**config.mk**
```make
export PLATFORM = sky130hd
export DESIGN_NAME = seq_mul4
export DESIGN_NICKNAME = d
export VERILOG_FILES = /design/src/rtl/seq_mul4.sv
export SDC_FILE = /design/constraint.sdc
export NUM_CORES = 1
export LEC_CHECK = 0
export CELL_PAD_IN_SITES_DETAIL_PLACEMENT = 1
export CELL_PAD_IN_SITES_GLOBAL_PLACEMENT = 2
export CORE_ASPECT_RATIO = 1.25
export CORE_UTILIZATION = 31
export DETAILED_ROUTE_END_ITERATION = 16
export PLACE_DENSITY_LB_ADDON = 0.08
export RECOVER_POWER = 25
export SLEW_MARGIN = 20
export SYNTH_ARGS = -nofsm -noshare
export SYNTH_HDL_FRONTEND = slang
export SYNTH_SLANG_ARGS = --single-unit
export TNS_END_PERCENT = 10
```
**constraint.sdc**
```tcl
create_clock -name clk -period 2.6 [get_ports clk]
set_input_delay 0.52 -clock clk [delete_from_list [all_inputs] [get_ports clk]]
set_output_delay 0.52 -clock clk [all_outputs]
set_load 0.02 [all_outputs]
```
**src/rtl/seq_mul4.sv**
```systemverilog
// seq_mul4: sequential 4x4 unsigned shift-add multiplier.
// Each iteration hands A and (Q[0] ? M : 0) to the external 4-bit adder and
// shifts {carry, sum, Q} right by one. After ITER iterations {A,Q} is the product.
module seq_mul4 #(
    parameter int unsigned WIDTH = 4,
    parameter int unsigned ITER  = 4
) (
    input  logic               clk,
    input  logic               clrn,
    input  logic               start,
    input  logic [WIDTH-1:0]   a,
    input  logic [WIDTH-1:0]   b,
    output logic [WIDTH-1:0]   add_x,
    output logic [WIDTH-1:0]   add_y,
    output logic               add_cin,
    input  logic [WIDTH-1:0]   add_result,
    input  logic               add_cf,
    output logic               busy,
    output logic               done,
    output logic [2*WIDTH-1:0] product,
    output logic               zero
);

    typedef enum logic [1:0] {
        IDLE = 2'd0,
        CALC = 2'd1,
        DONE = 2'd2
    } state_t;

    state_t             state_q, state_d;
    logic [WIDTH-1:0]   acc_q, acc_d;
    logic [WIDTH-1:0]   mq_q, mq_d;
    logic [WIDTH-1:0]   mcand_q, mcand_d;
    logic [2:0]         count_q, count_d;
    logic [2*WIDTH-1:0] product_q, product_d;
    logic               zero_q, zero_d;

    // {A,Q} after this iteration's add and right shift
    logic [2*WIDTH-1:0] shifted;

    // Adder operands come straight from registers; carry-in fixed for add mode
    always_comb begin
        add_x   = acc_q;
        add_y   = mq_q[0] ? mcand_q : '0;
        add_cin = 1'b0;
        shifted = {add_cf, add_result, mq_q[WIDTH-1:1]};
    end

    // Next-state and datapath update
    always_comb begin
        state_d   = state_q;
        acc_d     = acc_q;
        mq_d      = mq_q;
        mcand_d   = mcand_q;
        count_d   = count_q;
        product_d = product_q;
        zero_d    = zero_q;
        unique case (state_q)
            IDLE: begin
                if (start) begin
                    acc_d   = '0;
                    mq_d    = b;
                    mcand_d = a;
                    count_d = '0;
                    state_d = CALC;
                end
            end
            CALC: begin
                acc_d   = shifted[2*WIDTH-1:WIDTH];
                mq_d    = shifted[WIDTH-1:0];
                count_d = count_q + 3'd1;
                if (count_q == 3'(ITER - 1)) begin
                    product_d = shifted;
                    zero_d    = (shifted == '0);
                    state_d   = DONE;
                end
            end
            DONE: begin
                state_d = IDLE;
            end
            default: begin
                state_d = IDLE;
            end
        endcase
    end

    // State and datapath registers with asynchronous clear
    always_ff @(posedge clk or negedge clrn) begin
        if (!clrn) begin
            state_q   <= IDLE;
            acc_q     <= '0;
            mq_q      <= '0;
            mcand_q   <= '0;
            count_q   <= '0;
            product_q <= '0;
            zero_q    <= 1'b1;
        end else begin
            state_q   <= state_d;
            acc_q     <= acc_d;
            mq_q      <= mq_d;
            mcand_q   <= mcand_d;
            count_q   <= count_d;
            product_q <= product_d;
            zero_q    <= zero_d;
        end
    end

    // Handshake outputs decoded from the state register only
    always_comb begin
        busy    = (state_q != IDLE);
        done    = (state_q == DONE);
        product = product_q;
        zero    = zero_q;
    end

endmodule

```
======== Word level (Yosys, flattened, before mapping) ========
Index checks and enable logic that the tools add are counted.
Widths: inputs -> output; s select.
operators by class
  add/sub/neg operators ................... 1
  eq/ne operators ......................... 5
  mux-type cells .......................... 10
  reduce and logical (&&, ||, !) cells .... 8
operators with widths
  cell                 number
  $pmux 4 s2           2
  $mux 4               3
  $logic_not 8->1      1
  $reduce_and 2->1     4
  $pmux 3 s2           1
  $mux 2               2
  $ne 2x2->1 const B   2
  $pmux 2 s2           1
  $reduce_bool 2->1    2
  $add 3x1->3 const B  1
  $eq 3x2->1 const B   1
  $mux 3               1
  $eq 2x1->1 const B   1
  $eq 2x2->1 const B   1
  $logic_not 2->1      1
storage, ports and cells
  word-level logic and storage cells ...... 31
  flip-flop bits (word level) ............. 26

======== Logic depth before layout (Yosys ltp) ========
  word-level depth ........................ 3
  mapped depth ............................ 6
  mapped depth without buffers ............ 5

======== Least setup slack after synthesis ========
Ideal clock, no wire load.
  path kind ............................... reg-to-reg
  from .................................... reg count_q[0]
  to ...................................... reg product_q[1], in the netlist product[1]
  stages on the path, launching flop included .. 6
  setup time .............................. 0.125 ns
  slack ................................... 1.146 ns
  data required time ...................... 2.475 ns
  data arrival time ....................... 1.329 ns
  path through ............................ dfrtp_1 -> ha_1 -> ha_1 -> nand3b_1 -> buf_4 -> mux2_2
on the way
  word-level cells in the longest chain between the ends .. 2
ends and longest elaborated chain
  what                        line  text
  start: declaration          34    logic [2:0] count_q, count_d;
  start signal: assignment    102   count_q <= count_d;
  $eq 3x2->1                  72    if (count_q == 3'(ITER - 1)) begin
  $reduce_and 2->1 (no line)  --
  end signal: assignment      103   product_q <= product_d;
  end: declaration            35    logic [2*WIDTH-1:0] product_q, product_d;
No other way between the ends.
A chain may end at the register's enable or synchronous reset.

======== Final worst setup path ========
  from .................................... reg state_q[0]
  to ...................................... out busy
on the way
  word-level cells in the longest chain between the ends .. 1
ends and longest elaborated chain
  what                      line  text
  start: declaration        30    state_t state_q, state_d;
  start signal: assignment  98    state_q <= state_d;
  $reduce_bool 2->1         110   busy = (state_q != IDLE);
  end: declaration          18    output logic busy,
No other way between the ends.

==> results_dict.tcl <==
set metrics [dict create \
    place.gp.congestion 0.8019 \
    postCtsSetupRepairBufs 0 \
    cts-root-buf "clkbuf_8" \
    syn_area_um2 1172 \
    core.rowCount 24 \
    postCtsResizedCells 0 \
    syn_inst 93 \
    finalHoldViolations 0 \
    die-area_um2 4033 \
    fin_total_pwr_mw 2.039 \
    start_kind "flip-flop" \
    num_io_pins 36 \
    routed_wl_um 2698 \
    p_leak_nw 0.7016 \
    fmax_mhz 457.5 \
    cts.reportedPaths.clkPinSlew_ns 0.10 \
    critPathMaxFanout 12 \
    hold_class "reg -> reg" \
    yosys.cell_types.count 27 \
    clock_skew_ns 0.005029 \
    synth_fp_nets 111 \
    htree_levels 1 \
    violations "DRC" \
    status "finished, violations left" \
    grt_overflow_total 0 \
    path_delay_family "buffers and inverters" \
    synth_common_cells "dfrtp_1 (25), mux2_2 (7), o21ai_0 (7)" \
    max_slew_margin_pct 2.448 \
    drcViolationCount 10 \
    utilization_pct 45.48 \
    layout-drive-gt1-share_pct 19.53 \
    worstPathBufferInverterCount 1 \
    p_per_area_nw_per_um2 1265 \
    setup_viol 0 \
    slowest_stage "clkdlybuf4s50_1" \
    diodes 0 \
    whs_ns 0.4901 \
    yosysTopAreaCell "dfrtp_1" \
    min_period_over_period_pct 84.07 \
    arrival_ns 1.67 \
    worstPathRequired_ns 2.08 \
    coreArea_um2 3543 \
    grt_pass1_vias 950 \
    wl_per_cell_um 16.16 \
    worst_skew_pair.late_latency_ns 0.27 \
    cp_cell_sequence "or2_2 -> clkdlybuf4s50_1" \
    worst-setup-path-type "reg -> out" \
    rsz0062_at_grt "no" \
    yosysWarnings 0 \
    ys_async_sr_fraction_pct 100.0 \
    cap_viol_max_count 0 \
    cts_tree "done" \
    finalSetupTns_ns 0 \
    synth_top_area_share_pct 53.36 \
    grt_max_degree 27 \
    cts-hold-fix-buffers 0 \
    slew_violations 0 \
    synth_area_leaders "dfrtp_1 (53%), mux2_2 (6.7%), mux2_4 (5.1%), a22o_1 (3.7%), and2b_2 (3.0%)" \
    cts_sinks 26 \
    start_util_pct 33.09 \
    critPathMaxStageDelay_ns 0.53 \
    synth_top_flop_cell "dfrtp_1" \
    vdd_drop_max_mv 0.4069 \
    via_per_inst 4.916 \
    die_x_um 57.01 \
    numCtsBuffers 3 \
    drtIter0Drc 28 \
    synth_edf_count 0 \
    routed-via-count 821 \
    grtUsageTotal_pct 14.84 \
    synth.most_common_cell "dfrtp_1" \
    yosysSeqAreaShare_pct 55.60 \
    critPathCaptureType "primary output" \
    antenna_found_initial 0 \
    antenna_left 0 \
    nNetsFinal 147 \
    drt-pass1-iter-count 10 \
    grt_pass1_wl_um 4574 \
    synthToLayoutAreaGrowth_pct 37.46 \
    portBuffers 34 \
    die_h_um 70.76 \
    ys_ff_latch 26 \
    dpl.hpwl_um 1951 \
    clock_path_buffers 2 \
    worstMarginPinSlew_ns 1.463 \
    syn_area_per_cell_um2 12.61 \
    period_minus_slack_ns 2.186 \
]
-- worst paths after layout --
kind                       cells past startpoint                    from  slack (ns)                     end
max                                            2  state_q[0]$_DFFE_PN0P_        0.41                    busy
max in group asynchronous                      2                    clrn        0.63  state_q[0]$_DFFE_PN0P_
min in group asynchronous                      2                    clrn        1.11  product[0]$_DFFE_PN0P_
min                                            2        zero$_DFFE_PN1P_        0.49        zero$_DFFE_PN1P_
min reg2reg                                    2        zero$_DFFE_PN1P_        0.49        zero$_DFFE_PN1P_
max reg2reg                                    4  count_q[0]$_DFFE_PN0P_        0.84  product[2]$_DFFE_PN0P_
-- layer usage --
metal,track usage (%),vias to the layer above,wire [um]
li1,-,388,-
met1,17.06,405,1106
met2,26.93,24,1418
met3,2.559,4,138
met4,5.962,0,34
met5,0,-,0
-- cell families after synthesis --
| family | synth area share (%) |
|---|---|
| buf+inv | 3.735 |
| mux | 13.66 |
| flops | 55.60 |
| simple gates | 12.59 |
| fa+ha+maj | 2.134 |
| compound gates | 11.95 |
| other cells | 0.3199 |
-- where the power goes --
group	leakage (nW)	switching (mW)	internal [mW]
combinational	0.353	0.438	0.508
sequential	0.313	0.147	0.608
clock	0.0357	0.132	0.206
-- metrics by stage --
| stage | area, um2 | cells | worst slack, ns |
|---|---|---|---|
| after detailed placement | 1544 | 163 | 0.5674 |
| after CTS | 1615 | 167 | 0.3949 |
| after global routing | 1612 | 167 | 0.3151 |
| after floorplan | 1172 | 93 | 1.146 |
| after global placement | 1544 | 163 | 0.6477 |
| final | 1612 | 167 | 0.4143 |
-- final cells by class --
| class | instances | area, um2 |
|---|---|---|
| clock inverter | 1 | 30.03 |
| clock buffer | 3 | 41.29 |
| timing repair buffer | 36 | 351.6 |
| inverter | 3 | 11.26 |
| sequential | 26 | 651.9 |
| tap | 39 | 48.80 |
| fill | 396 | 1932 |
| multi-input combinational | 59 | 476.7 |
-- worst min-delay path: stages (launching register included) --
cell	delay (ns)
dfstp_2	0.38
nand2_1	0.04
o21ai_0	0.07
-- sequential cells by signal, summed over array words and instances, names as in the netlist --
name     flops
product      8
add_x        4
mcand_q      4
mq_q         4
count_q      3
state_q      2
zero         1
-- cells in the final DEF (no fill, tap or decap) --
cell type	netlist	layout
mux2_4	4	4
a21oi_1	4	4
nor2_1	1	1
o21ai_0	7	7
and2b_4	1	1
dfstp_2	1	1
nand2b_1	1	1
and2b_2	4	4
nand3b_1	1	1
nor2b_4	1	1
o21bai_2	1	1
mux2_1	1	1
nand2_1	4	4
mux2_2	7	7
ha_1	2	2
mux2i_1	1	1
and2_1	4	4
a22o_1	5	5
conb_1	1	1
clkdlybuf4s50_1	0	33
or2_2	1	1
bufinv_16	0	1
clkbuf_8	0	3
a22oi_1	4	4
buf_4	3	1
dlygate4sd3_1	0	1
dfrtp_1	25	25
inv_1	3	3
nor2b_1	2	2
clkbuf_1	0	1
nor4_1	2	2
Power figures use the tool's default switching activity.
